**src/rtl/cache_types.sv**
```systemverilog
// Shared cache-side types: line adaptor state encoding, line geometry and a
// saturating counter helper.
package cache_types;

    typedef enum logic [1:0] {
        IDLE  = 2'd0,
        READ  = 2'd1,
        WRITE = 2'd2,
        DONE  = 2'd3
    } adaptor_state_t;

    localparam int LINE_BEATS       = 4;
    localparam int LINE_OFFSET_BITS = 5;

    function automatic logic [31:0] sat_inc32(input logic [31:0] value);
        return (&value) ? value : value + 32'd1;
    endfunction

endpackage

```
**src/rtl/line_shift_buffer.sv**
```systemverilog
// Line-wide staging buffer viewed as BEATS burst-wide slots: parallel load of a
// whole line, beat-indexed write for fetches, beat-indexed read for writebacks.
module line_shift_buffer #(
    parameter int LINE_WIDTH  = 256,
    parameter int BURST_WIDTH = 64,
    localparam int BEATS      = LINE_WIDTH / BURST_WIDTH,
    localparam int IDX_W      = $clog2(BEATS)
) (
    input  logic                   clk,
    input  logic                   rst,
    input  logic                   load,
    input  logic [LINE_WIDTH-1:0]  load_line,
    input  logic                   beat_we,
    input  logic [IDX_W-1:0]       beat_idx,
    input  logic [BURST_WIDTH-1:0] beat_wdata,
    output logic [BURST_WIDTH-1:0] beat_rdata,
    output logic [LINE_WIDTH-1:0]  line
);

    logic [BEATS-1:0][BURST_WIDTH-1:0] slots;

    // NOTE: the slots are plain flops, not a RAM macro, so they take the reset
    // and line_o reads as zero until the first fetch; use <= so every flop
    // samples pre-edge values regardless of block ordering.
    always_ff @(posedge clk or posedge rst) begin
        if (rst) begin
            slots <= '0;
        end else if (load) begin
            slots <= load_line;
        end else if (beat_we) begin
            slots[beat_idx] <= beat_wdata;
        end
    end

    assign beat_rdata = slots[beat_idx];
    assign line       = slots;

endmodule

```
**src/rtl/line_burst_adaptor.sv**
```systemverilog
// Memory-side responder: turns cache line read/write requests into 4-beat bursts.
// Optional LINE_ADAPTOR_STATS_EN adds saturating read/write/stall counters.
module line_burst_adaptor
    import cache_types::*;
#(
    parameter int LINE_WIDTH  = 256,
    parameter int BURST_WIDTH = 64,
    parameter int ADDR_WIDTH  = 32
) (
    input  logic                   clk,
    input  logic                   rst,
    input  logic [ADDR_WIDTH-1:0]  address_i,
    input  logic                   read_i,
    input  logic                   write_i,
    input  logic [LINE_WIDTH-1:0]  line_i,
    output logic [LINE_WIDTH-1:0]  line_o,
    output logic                   resp_o,
    output logic [ADDR_WIDTH-1:0]  address_o,
    output logic                   read_o,
    output logic                   write_o,
    output logic [BURST_WIDTH-1:0] burst_o,
    input  logic [BURST_WIDTH-1:0] burst_i,
    input  logic                   resp_i
`ifdef LINE_ADAPTOR_STATS_EN
    ,
    output logic [31:0]            stat_reads,
    output logic [31:0]            stat_writes,
    output logic [31:0]            stat_wait_cycles
`endif
);

    localparam int BEATS = LINE_WIDTH / BURST_WIDTH;
    localparam int IDX_W = $clog2(BEATS);
    localparam logic [IDX_W-1:0] LAST_BEAT = IDX_W'(BEATS - 1);

    adaptor_state_t   state;
    adaptor_state_t   next_state;
    logic [IDX_W-1:0] count;
    logic             busy;
    logic             beat_ack;
    logic             last_beat;
    logic             accept;
    logic             unused_addr_bits;

    assign busy      = (state == READ) || (state == WRITE);
    assign beat_ack  = busy && resp_i;
    assign last_beat = beat_ack && (count == LAST_BEAT);
    assign accept    = (state == IDLE) && (read_i || write_i);

    // Offset bits are dropped: bursts always start on a line boundary.
    assign unused_addr_bits = ^address_i[LINE_OFFSET_BITS-1:0];

    always_ff @(posedge clk or posedge rst) begin
        if (rst) begin
            state <= IDLE;
        end else begin
            state <= next_state;
        end
    end

    // NOTE: next_state is defaulted before the case so no path leaves it
    // unassigned, which would otherwise infer a latch.
    always_comb begin
        next_state = state;
        case (state)
            IDLE: begin
                if (write_i) begin
                    next_state = WRITE;
                end else if (read_i) begin
                    next_state = READ;
                end
            end
            READ, WRITE: begin
                if (last_beat) begin
                    next_state = DONE;
                end
            end
            DONE:    next_state = IDLE;
            default: next_state = IDLE;
        endcase
    end

    always_comb begin
        read_o  = 1'b0;
        write_o = 1'b0;
        resp_o  = 1'b0;
        case (state)
            READ:    read_o  = 1'b1;
            WRITE:   write_o = 1'b1;
            DONE:    resp_o  = 1'b1;
            default: ;
        endcase
    end

    always_ff @(posedge clk or posedge rst) begin
        if (rst) begin
            address_o <= '0;
            count     <= '0;
        end else if (accept) begin
            address_o <= {address_i[ADDR_WIDTH-1:LINE_OFFSET_BITS], {LINE_OFFSET_BITS{1'b0}}};
            count     <= '0;
        end else if (beat_ack) begin
            count <= count + IDX_W'(1);
        end
    end

    line_shift_buffer #(
        .LINE_WIDTH (LINE_WIDTH),
        .BURST_WIDTH(BURST_WIDTH)
    ) u_buffer (
        .clk       (clk),
        .rst       (rst),
        .load      ((state == IDLE) && write_i),
        .load_line (line_i),
        .beat_we   ((state == READ) && resp_i),
        .beat_idx  (count),
        .beat_wdata(burst_i),
        .beat_rdata(burst_o),
        .line      (line_o)
    );

`ifdef LINE_ADAPTOR_STATS_EN
    always_ff @(posedge clk or posedge rst) begin
        if (rst) begin
            stat_reads       <= '0;
            stat_writes      <= '0;
            stat_wait_cycles <= '0;
        end else begin
            if ((state == READ) && last_beat) begin
                stat_reads <= sat_inc32(stat_reads);
            end
            if ((state == WRITE) && last_beat) begin
                stat_writes <= sat_inc32(stat_writes);
            end
            if (busy && !resp_i) begin
                stat_wait_cycles <= sat_inc32(stat_wait_cycles);
            end
        end
    end
`endif

endmodule

```
**config.mk**
```make
export PLATFORM = sky130hd
export DESIGN_NAME = line_burst_adaptor
export DESIGN_NICKNAME = d
export VERILOG_FILES = /design/src/rtl/cache_types.sv /design/src/rtl/line_shift_buffer.sv /design/src/rtl/line_burst_adaptor.sv
export SDC_FILE = /design/constraint.sdc
export NUM_CORES = 1
export LEC_CHECK = 0
export ABC_AREA = 1
export ABC_CLOCK_PERIOD_IN_PS = 12800
export BUFFER_PORTS_ARGS = -buffer_cell sky130_fd_sc_hd__buf_2
export CAP_MARGIN = 20
export CORE_AREA = 2 2 277 279
export CTS_BUF_LIST = sky130_fd_sc_hd__clkbuf_4 sky130_fd_sc_hd__clkbuf_8
export CTS_CLUSTER_DIAMETER = 50
export DETAILED_ROUTE_END_ITERATION = 7
export DIE_AREA = 0 0 279 281
export HOLD_SLACK_MARGIN = 0.06
export PLACE_DENSITY = 0.48
export SLEW_MARGIN = 0
export SYNTH_ARGS = -nofsm -noshare
export SYNTH_HDL_FRONTEND = slang
export SYNTH_HIERARCHICAL = 1
export SYNTH_SLANG_ARGS = --single-unit
export TNS_END_PERCENT = 50
```
**constraint.sdc**
```tcl
create_clock -name clk -period 12.8 [get_ports clk]
set_clock_uncertainty 0.1 [all_clocks]
set_input_delay 1.28 -clock clk [delete_from_list [all_inputs] [get_ports clk]]
set_output_delay 1.28 -clock clk [all_outputs]
set_load 0.01 [all_outputs]
```
Word level (Yosys, flattened, before mapping)
Cells that the tools add are included.
Widths: inputs -> output; s select.
{ "totals": {"out_inout_bits": 355, "reg_bits": 287, "in_bits": 357} }
{ "op_classes": {"addsub": 1, "reduce_logical": 13, "mux": 16, "magnitude_cmp": 2, "eq_ne": 6} }
{ "ops": {"columns": ["op", "count"], "rows": [
  ["$mux 256", 2],
  ["$bwmux 256", 1],
  ["$bmux 64 s2", 1],
  ["$demux 64 s2", 1],
  ["$mux 64", 2],
  ["$mux 2", 5],
  ["$eq 2x2->1 const B", 3],
  ["$logic_and 1x1->1", 6],
  ["$pmux 2 s3", 1],
  ["$reduce_bool 2->1", 2],
  ["$lt 2x3->1 const B", 1],
  ["$mux 1", 3],
  ["$ne 3x3->1 const B", 1],
  ["$add 2x1->2 const B", 1],
  ["$eq 2x1->1 const B", 1],
  ["$ge 2x1->1 const B", 1],
  ["$logic_not 2->1", 1],
  ["$logic_or 1x1->1", 2],
  ["$ne 2x2->1 const B", 1],
  ["$reduce_and 2->1", 1],
  ["$reduce_or 2->1", 1]
]} }

Logic depth before layout (Yosys ltp)
Gate-level depths: netlist (run 1).
{ "logic_depth": {"depth_word": 7, "ltp_mapped": 12, "depth_no_buf": 9} }

Modules after synthesis
The synthesis (run 1) kept the hierarchy.
{ "modules_own_cells": {"columns": ["module", "area_each_um2", "cells_each", "n_inst"], "rows": [
  ["line_shift_buffer", 15260.9, 2428, 1],
  ["line_burst_adaptor", 1396.3, 162, 1]
]} }

Worst setup path after synthesis (run 1)
Ideal clock, no wire load.
{ "synth_path": {"path_type": "flip-flop to output port", "start": "register count[0]", "end": "output burst_o[27]", "path_buffers": 2, "setup_slack_ns": 10.182, "stages_incl_launch_ff": 6, "required_ns": 11.420, "arrival_time_ns": 1.238, "path_cell_list": "dfrtp_1 nor2_1 buf_2 buf_1 nand2_1 nand4_1"} }
{ "synth_between": {"elab_chain_len": 2} }
{ "synth_lines": {"columns": ["element", "line_no", "rtl"], "rows": [
  ["from (decl)", "line_burst_adaptor.sv:38", "logic [IDX_W-1:0] count;"],
  ["from (signal assigned)", "line_burst_adaptor.sv:103", "count <= count + IDX_W'(1);"],
  ["$bmux 64 s2", "line_shift_buffer.sv:35", "assign beat_rdata = slots[beat_idx];"],
  ["$mux 64 (implied by the code)", "line_shift_buffer.sv:35", null],
  ["to (decl)", "line_burst_adaptor.sv:21", "output logic [BURST_WIDTH-1:0] burst_o,"]
]} }
Every way passes these cells. The select of a mux whose other input is x is not followed.

Final worst setup path (run 1)
{ "layout_path": {"start": "register count[1]", "end": "output burst_o[48]"} }
The elaborated chain is that of the path after synthesis.

==> summary.txt, run 1 <==
Clocking
  • Clock slew at reported path FFs: about 0.06 ns
  • Root buffer cell: clkbuf_8
  • CTS buffer count: 58
  • Worst-Skew Late Latency: 0.65 ns
  • Clock Sinks: 287
  • Post-CTS setup buffer count: 0
  • CTS H-tree depth: 2
  • Clock tree buffer depth: 3
  • Post-CTS Hold Buffers: 0
  • Post-CTS sizing: 0
  • CTS tree: done

STA
  • Fmax: between 200 and 250 MHz
  • Hold Slack: 0.3615 ns
  • RSZ-0062 raised after global routing: no
  • Slew margin rel.: 25.94%
  • Tcrit/Tclk final: roughly a third
  • Fin crit period: about 4.3 ns
  • Fin. Hold Viols: 0
  • Final worst slack: about 8.5 ns
  • Setup Viol. Count Final: 0
  • Worst-Margin Slew: ~1.1 ns
  • Post-route setup TNS: 0 ns
  • Max-slew violations: 0

Synthesis
  • Avg Cell Area, Syn: roughly 6.4 um2
  • Netlist cell types: 20
  • Combinational family with the most area after synthesis: simple AND/OR/NAND/NOR gates
  • Post-synthesis simple-gate area fraction: around half
  • Area leader, netlist: dfrtp_1
  • Adder-cell area share of the yosys netlist: less than 1%
  • Ranking of synthesized cells by area: dfrtp_1 43%, nand2_1 37%, nand3_1 7.8%
  • Yosys reg bits: ~290
  • Mapped Cells: about 2.6k
  • Synth top area share: between 40 and 50%
  • Ys Warns: 6
  • Multiplexer area fraction after synthesis: 0%
  • Cell area after synthesis: 0.01666 mm2
  • Post-Synth XOR/XNOR Area: less than 1%
  • Synth Area in Compound Gates: less than 1%
  • Sequential cell area fraction in the yosys report: a little over two fifths

Route
  • Via count: between 15k and 20k
  • Initial drt markers: 1374
  • DR vias/cell: approximately 4.5
  • Antenna Nets Post-Route: 0
  • 1st-pass router iterations: 5
  • # DRC: 0
  • Routed length per instance: 19.24 um
  • Routed wire length: about 81000 um

Power
  • Leakage Power: ~13 nW
  • Combinational Power Share: around half
  • Int Power: about 0.0026 W
  • Sequential share of power: between 30% and 40%
  • Net Switching: 0.002466 W
  • Power Dens Cells: between 200 and 250 mW/mm2
  • Sw Ratio: around half
  • Worst vdd ir: between 0.1 and 0.15 mV
  • Clk pwr share: 19.1%

Placement
  • Placed instance count: approximately 4.1k
  • IO Port Bufs: 701
  • Routability cong.: 0.8544
  • Placed instance area: just over 0.02 mm2
  • Worst slack at placement: about 8 ns
  • Dpl hpwl: approximately 55000 um

Final layout
  • Fillers: 8589
  • P&R area growth vs syn: 31.56%
  • Share of layout cells above drive strength 1: between 20% and 30%
  • Design area: 0.02191 mm2
  • Finished Layout Cells: around 4.2k
  • Nets@finish: 3565

Critical path
  • CP Class: reg -> out
  • Crit path cell chain: nand2_1 -> inv_4 -> buf_4 -> nand2_1 -> nand4_1 -> buf_2
  • Startpoint types: register
  • Most frequent CP cell: nand2_1
  • CP max FO: 55
  • CP Data Arrival Time: around 2.9 ns
  • Crit path buffers/inverters: 3
  • CP delay by family, top: buffers and inverters
  • WP data required: around 11 ns
  • Critical Path Max Stage Delay: ~0.66 ns
  • Slowest-stage cell, CP: buf_4
  • Setup crit end kind: output port

Die
  • Core Footprint: about 0.075 mm2
  • FP Rows: a little over 100
  • Die boundary height: approximately 280 um
  • Initial Util: 22.08%
  • Die Area: a little under 0.08 mm2
  • Die Width: between 200 and 300 um
  • I/O pin total: around 710

Global route
  • Vias in the first global route: 18.59k
  • Antenna violations before repair: 12
  • Largest net degree at the start of global routing: between 80 and 90
  • GRT Total Usage: about a fifth
  • Global-route wire length before repair: approximately 120000 um
  • Gr ovfl total: 0

Run
  • Max cap viols: 0

Status
  • Status: finished, final reports clean

Hold path
  • HP Class: reg -> reg
## power by group through the flow
stage | logic [W] | registers, W | clock network (W)
6_report | 0.00249 | 0.00164 | 0.000977
5_1_grt | 0.00276 | 0.00169 | 0.00105
4_1_cts | 0.00252 | 0.00164 | 0.00101
3_5_place_dp | 0.00252 | 0.00164 | 0
3_3_place_gp | 0.00250 | 0.00165 | 0
2_1_floorplan | 0.00130 | 0.00172 | 0
## layout make-up
type	count	area, um2	share of cell area, %
multi-input cells	2047	8303	37.89
flip-flops and latches	287	7182	32.77
repair buffers	731	3734	17.04
well taps	978	1224	5.584
clock buffers	84	1056	4.819
inverters	78	317.8	1.450
clock inverters	9	83.83	0.3825
diodes	6	15.01	0.06851
## metrics by stage
step                utilization, %  total power [W]
floorplan                        -         0.003020
global placement             27.52         0.004152
detailed placement           27.52         0.004161
CTS                          29.03         0.005169
global route                 29.04         0.005496
finish                       29.05         0.005107
## sequential cells by signal, summed over array words and instances (netlist names)
register / flops
state: 2
count: 2
u_buffer/line: 256
address_o: 27
## cell usage after synthesis, drive strengths merged
| library cell | number |
|---|---|
| buf | 154 |
| clkinv | 1 |
| inv | 77 |
| ha | 5 |
| nand2 | 1642 |
| nand4 | 64 |
| clkbuf | 28 |
| nand3 | 259 |
| dfrtp | 287 |
| nor2 | 70 |
| xor2 | 1 |
| o21ai | 1 |
| conb | 1 |
## final timing paths
path	slack [ns]	cells after the start	from	endpoint
worst max-delay path	8.48	6	count[1]	burst_o[48]
worst min-delay path	0.36	2	address_o[26]	address_o[26]
worst max register to register	8.72	12	state[0]	u_buffer/line[13]
worst min register to register	0.36	2	address_o[26]	address_o[26]
max in group asynchronous	9.82	4	rst	u_buffer/line[14]
min in group asynchronous	0.58	2	rst	address_o[15]
## cell usage in the layout (no fill, tap or decap), types with 16 or more instances in the layout
cell type,synthesis,layout
buf_2,132,701
buf_4,11,30
clkbuf_4,0,16
clkbuf_8,0,68
dfrtp_1,287,287
inv_1,73,71
nand2_1,1641,1634
nand3_1,259,259
nand4_1,64,64
nor2_1,69,66
## logic make-up (layout without fill, tap and decap cells)
family	count (synthesis)	count (layout)
AOI/OAI and AO/OA	1	1
xor gates and xnor gates	1	1
adders and majority gates	5	5
buffers and inverters	260	902
DFF	287	287
other	1	11
and+or+nand+nor	2035	2035
## metal layers
metal | share of wire [%] | track usage [%]
met1 | 41 | 25.18
met3 | 7.6 | 4.680
met4 | 3.1 | 6.824
met2 | 48 | 33.80
met5 | 0.074 | 0
## worst register-to-register path: cells and delay by family, from the launching register on
| family | cells | cell delay [ns] |
|---|---|---|
| flops | 1 | 0.41 |
| simple gates | 6 | 0.77 |
| buf+inv | 5 | 2.48 |
| fa+ha+maj | 1 | 0.22 |
No activity file was read; power rests on OpenSTA's default activity.
==> run 2: changes to the inputs <==
ABC_CLOCK_PERIOD_IN_PS = 3690   (was 12800)
CORE_AREA = 2 2 278 280   (was 2 2 277 279)
DIE_AREA = 0 0 280 282   (was 0 0 279 281)
PLACE_DENSITY = 0.49   (was 0.48)
clock period = 3.69 ns   (was 12.8 ns; I/O delays follow)
==> run 2 against run 1 <==
Against the previous run: via count increased by 11%; global-route usage increased by 0.57 points; clock power rose to 4.0 times the previous value; critical path depth unchanged; combinational power rose to 4.1 times the previous value; cell count is 12% higher; total power grew to 3.9 times the previous value; die area increased by 0.72%; final area is 25% higher; core utilization grew 7.1 points; sequential share of layout area fell by 6.5 points; worst setup slack got worse by 7.9 ns; highest routed layer unchanged.
==> summary.txt, run 2 (synthesized netlist as in run 1, its figures left out) <==
Critical path
  • Reg-to-Reg Start: state[1]
  • Startpoint types: register
  • R2r endpoint: u_buffer/line[145]
  • CP Class: reg -> out
  • R2R depth: 11 (-1)
  • CP max FO: 52 (-5.5%)
  • WP data required: 3.22 ns (-8.20 ns)
  • Reg2Reg Setup Slack: 0.60 ns (-8.12 ns)
  • Setup crit end kind: output port
  • CP Data Arrival Time: 2.65 ns (-0.29 ns)

Clocking
  • Root buffer cell: clkbuf_8
  • Clock Sinks: 287 (unchanged)
  • Post-CTS sizing: 0 (unchanged)
  • CTS H-tree depth: 2 (unchanged)
  • CTS buffer count: 57 (-1.7%)
  • CTS tree: done
  • Post-CTS setup buffer count: 0 (unchanged)
  • Clock slew at reported path FFs: 0.06 ns (about the same)
  • Post-CTS Hold Buffers: 483 (+483)
  • Worst-Skew Late Latency: 0.63 ns (-0.02 ns)
  • Clock tree buffer depth: 3 (unchanged)

Route
  • Via count: 21.16k (+11%)
  • # DRC: 0 (unchanged)
  • Initial drt markers: 1392 (+1.3%)
  • Antenna Nets Post-Route: 0 (unchanged)
  • 1st-pass router iterations: 5 (unchanged)
  • DR vias/cell: 4.474 (-1.1%)
  • Routed length per instance: 17.94 um (-6.7%)
  • Routed wire length: 84860 um (+4.5%)

Global route
  • Gr ovfl total: 0 (unchanged)
  • Largest net degree at the start of global routing: 171 (+97%)
  • Antenna violations before repair: 5 (-7)
  • Global-route wire length before repair: 125900 um (+4.7%)
  • Vias in the first global route: 20.86k (+12%)
  • GRT Total Usage: 20.64% (+0.57 points)

STA
  • Slew margin rel.: 33.44% (+7.5 points)
  • Fin crit period: 3.123 ns
  • Setup Viol. Count Final: 0 (unchanged)
  • Fin. Hold Viols: 0 (unchanged)
  • Hold Slack: 0.1107 ns (-0.2508 ns)
  • Fmax: around 320 MHz
  • Max-slew violations: 0 (unchanged)
  • Tcrit/Tclk final: between 80% and 90%
  • Worst-Margin Slew: 0.9984 ns (-0.1124 ns)
  • RSZ-0062 raised after global routing: no

Power
  • Power Dens Cells: 723.2 mW/mm2 (+210%)
  • Sw Ratio: 45.33% (-3.0 points)
  • Clk pwr share: 19.8% (+0.7 points)
  • Worst vdd ir: 0.3583 mV (+200%)
  • Int Power: 0.01080 W (+310%)
  • Sequential share of power: 29.1% (-3.0 points)
  • Net Switching: 0.008957 W (+260%)
  • Leakage Power: 15.97 nW (+20%)
  • Combinational Power Share: 51.0% (+2.2 points)
  • Total Power: 0.01976 W (+290%)

Die
  • Initial Util: 22.01% (-0.074 points)
  • FP Rows: 101 (unchanged)
  • Core Footprint: 0.07570 mm2 (+0.33%)
  • Die boundary height: 282 um (+0.36%)
  • I/O pin total: 712 (unchanged)
  • Die Width: 280 um (+0.36%)
  • Die Area: 0.07896 mm2 (+0.72%)

Final layout
  • Fillers: 8177 (-4.8%)
  • P&R area growth vs syn: 64.04%
  • Commonest cells after routing, fill and taps aside: 1634 x nand2_1, 701 x buf_2, 483 x dlygate4sd3_1, 287 x dfrtp_1, 259 x nand3_1
  • Share of layout cells above drive strength 1: 23.29% (-2.8 points)
  • Finished Layout Cells: 4730 (+12%)
  • Design area: 0.02733 mm2 (+25%)
  • Nets@finish: 4062 (+14%)
  • Max reg flops: 256 (unchanged)
  • Commonest non-fill, non-tap cell in the layout: nand2_1

Hold path
  • HP Class: in -> reg
  • Hold_sp: burst_i[63]
  • Hold endpoint: u_buffer/line[255]
  • Hold depth: 7 (+5)

Placement
  • Dpl hpwl: 55770 um (+1.4%)
  • Placed instance count: 4136 (+0.36%)
  • Routability cong.: 0.8973 (+5.0%)
  • IO Port Bufs: 701 (unchanged)
  • Placed instance area: 0.02109 mm2 (+1.6%)

Status
  • Status: finished, final reports clean

Run
  • Max cap viols: 0 (unchanged)
==> run 2: cell types whose count changed in the layout (fill, tap and decap cells not counted) <==
cell / change
clkbuf_4: -9
clkinv_2: +11
dlygate4sd3_1: +483
inv_6: -1
clkbuf_8: +8
inv_8: -1
diode_2: -3
clkinv_4: +2
buf_12: +18
buf_4: -3
bufinv_16: +5
==> run 2: power groups by stage <==
stage / clock [W] / combinational (W) / sequential [W]
5_1_grt: 0.00418 / 0.0111 / 0.00592
6_report: 0.00392 / 0.0101 / 0.00575
4_1_cts: 0.00403 / 0.0101 / 0.00575
2_1_floorplan: 0 / 0.00449 / 0.00598
3_5_place_dp: 0 / 0.00891 / 0.00577
3_3_place_gp: 0 / 0.00887 / 0.00579
==> run 2: worst max path at each step <==
stage / start / endpoint / slack [ns] / cells past startpoint
3_3_place_gp: count[0] / u_buffer/line[239] / 0.99 / 7
4_1_cts: count[1] / burst_o[47] / 0.45 / 6
5_1_grt: count[1] / burst_o[47] / 0.35 / 6
3_5_place_dp: count[0] / u_buffer/line[239] / 0.97 / 7
2_1_floorplan: rst / u_buffer/line[0] / -0.15 / 1
6_report: count[1] / burst_o[48] / 0.57 / 6
==> run 2: critical path, stage by stage, from the launching register on <==
cell	delay, ns
dfrtp_1	0.55
nand2_1	0.15
inv_4	0.34
buf_12	0.35
nand2_1	0.11
nand4_1	0.27
buf_2	0.22
==> run 2: per-layer routing <==
metal | track usage [%] | vias to the layer above | part of all wire (%)
li1 | - | 10210 | -
met3 | 4.267 | 151 | 7.0
met2 | 35.53 | 808 | 48
met1 | 25.26 | 9986 | 41
met5 | 0 | - | 0.051
met4 | 7.939 | 6 | 3.7
==> run 2: through the flow <==
step	setup WS, ns	utilization [%]	setup TNS [ns]
after floorplan	-0.1506	-	-38.56
after global placement	0.9867	27.87	0
after detailed placement	0.9675	27.87	0
after CTS	0.4494	36.09	0
after global routing	0.3533	36.09	0
final	0.5672	36.10	0
==> run 2: layout make-up <==
type,count,area [um2],area share (%)
flip-flops and latches,287,7182,26.28
well taps,978,1224,4.478
clock buffers,83,1099,4.020
diodes,3,7.507,0.02747
multi-input cells,2047,8303,30.39
inverters,78,314.1,1.149
repair buffers,1229,8906,32.59
clock inverters,25,290.3,1.062
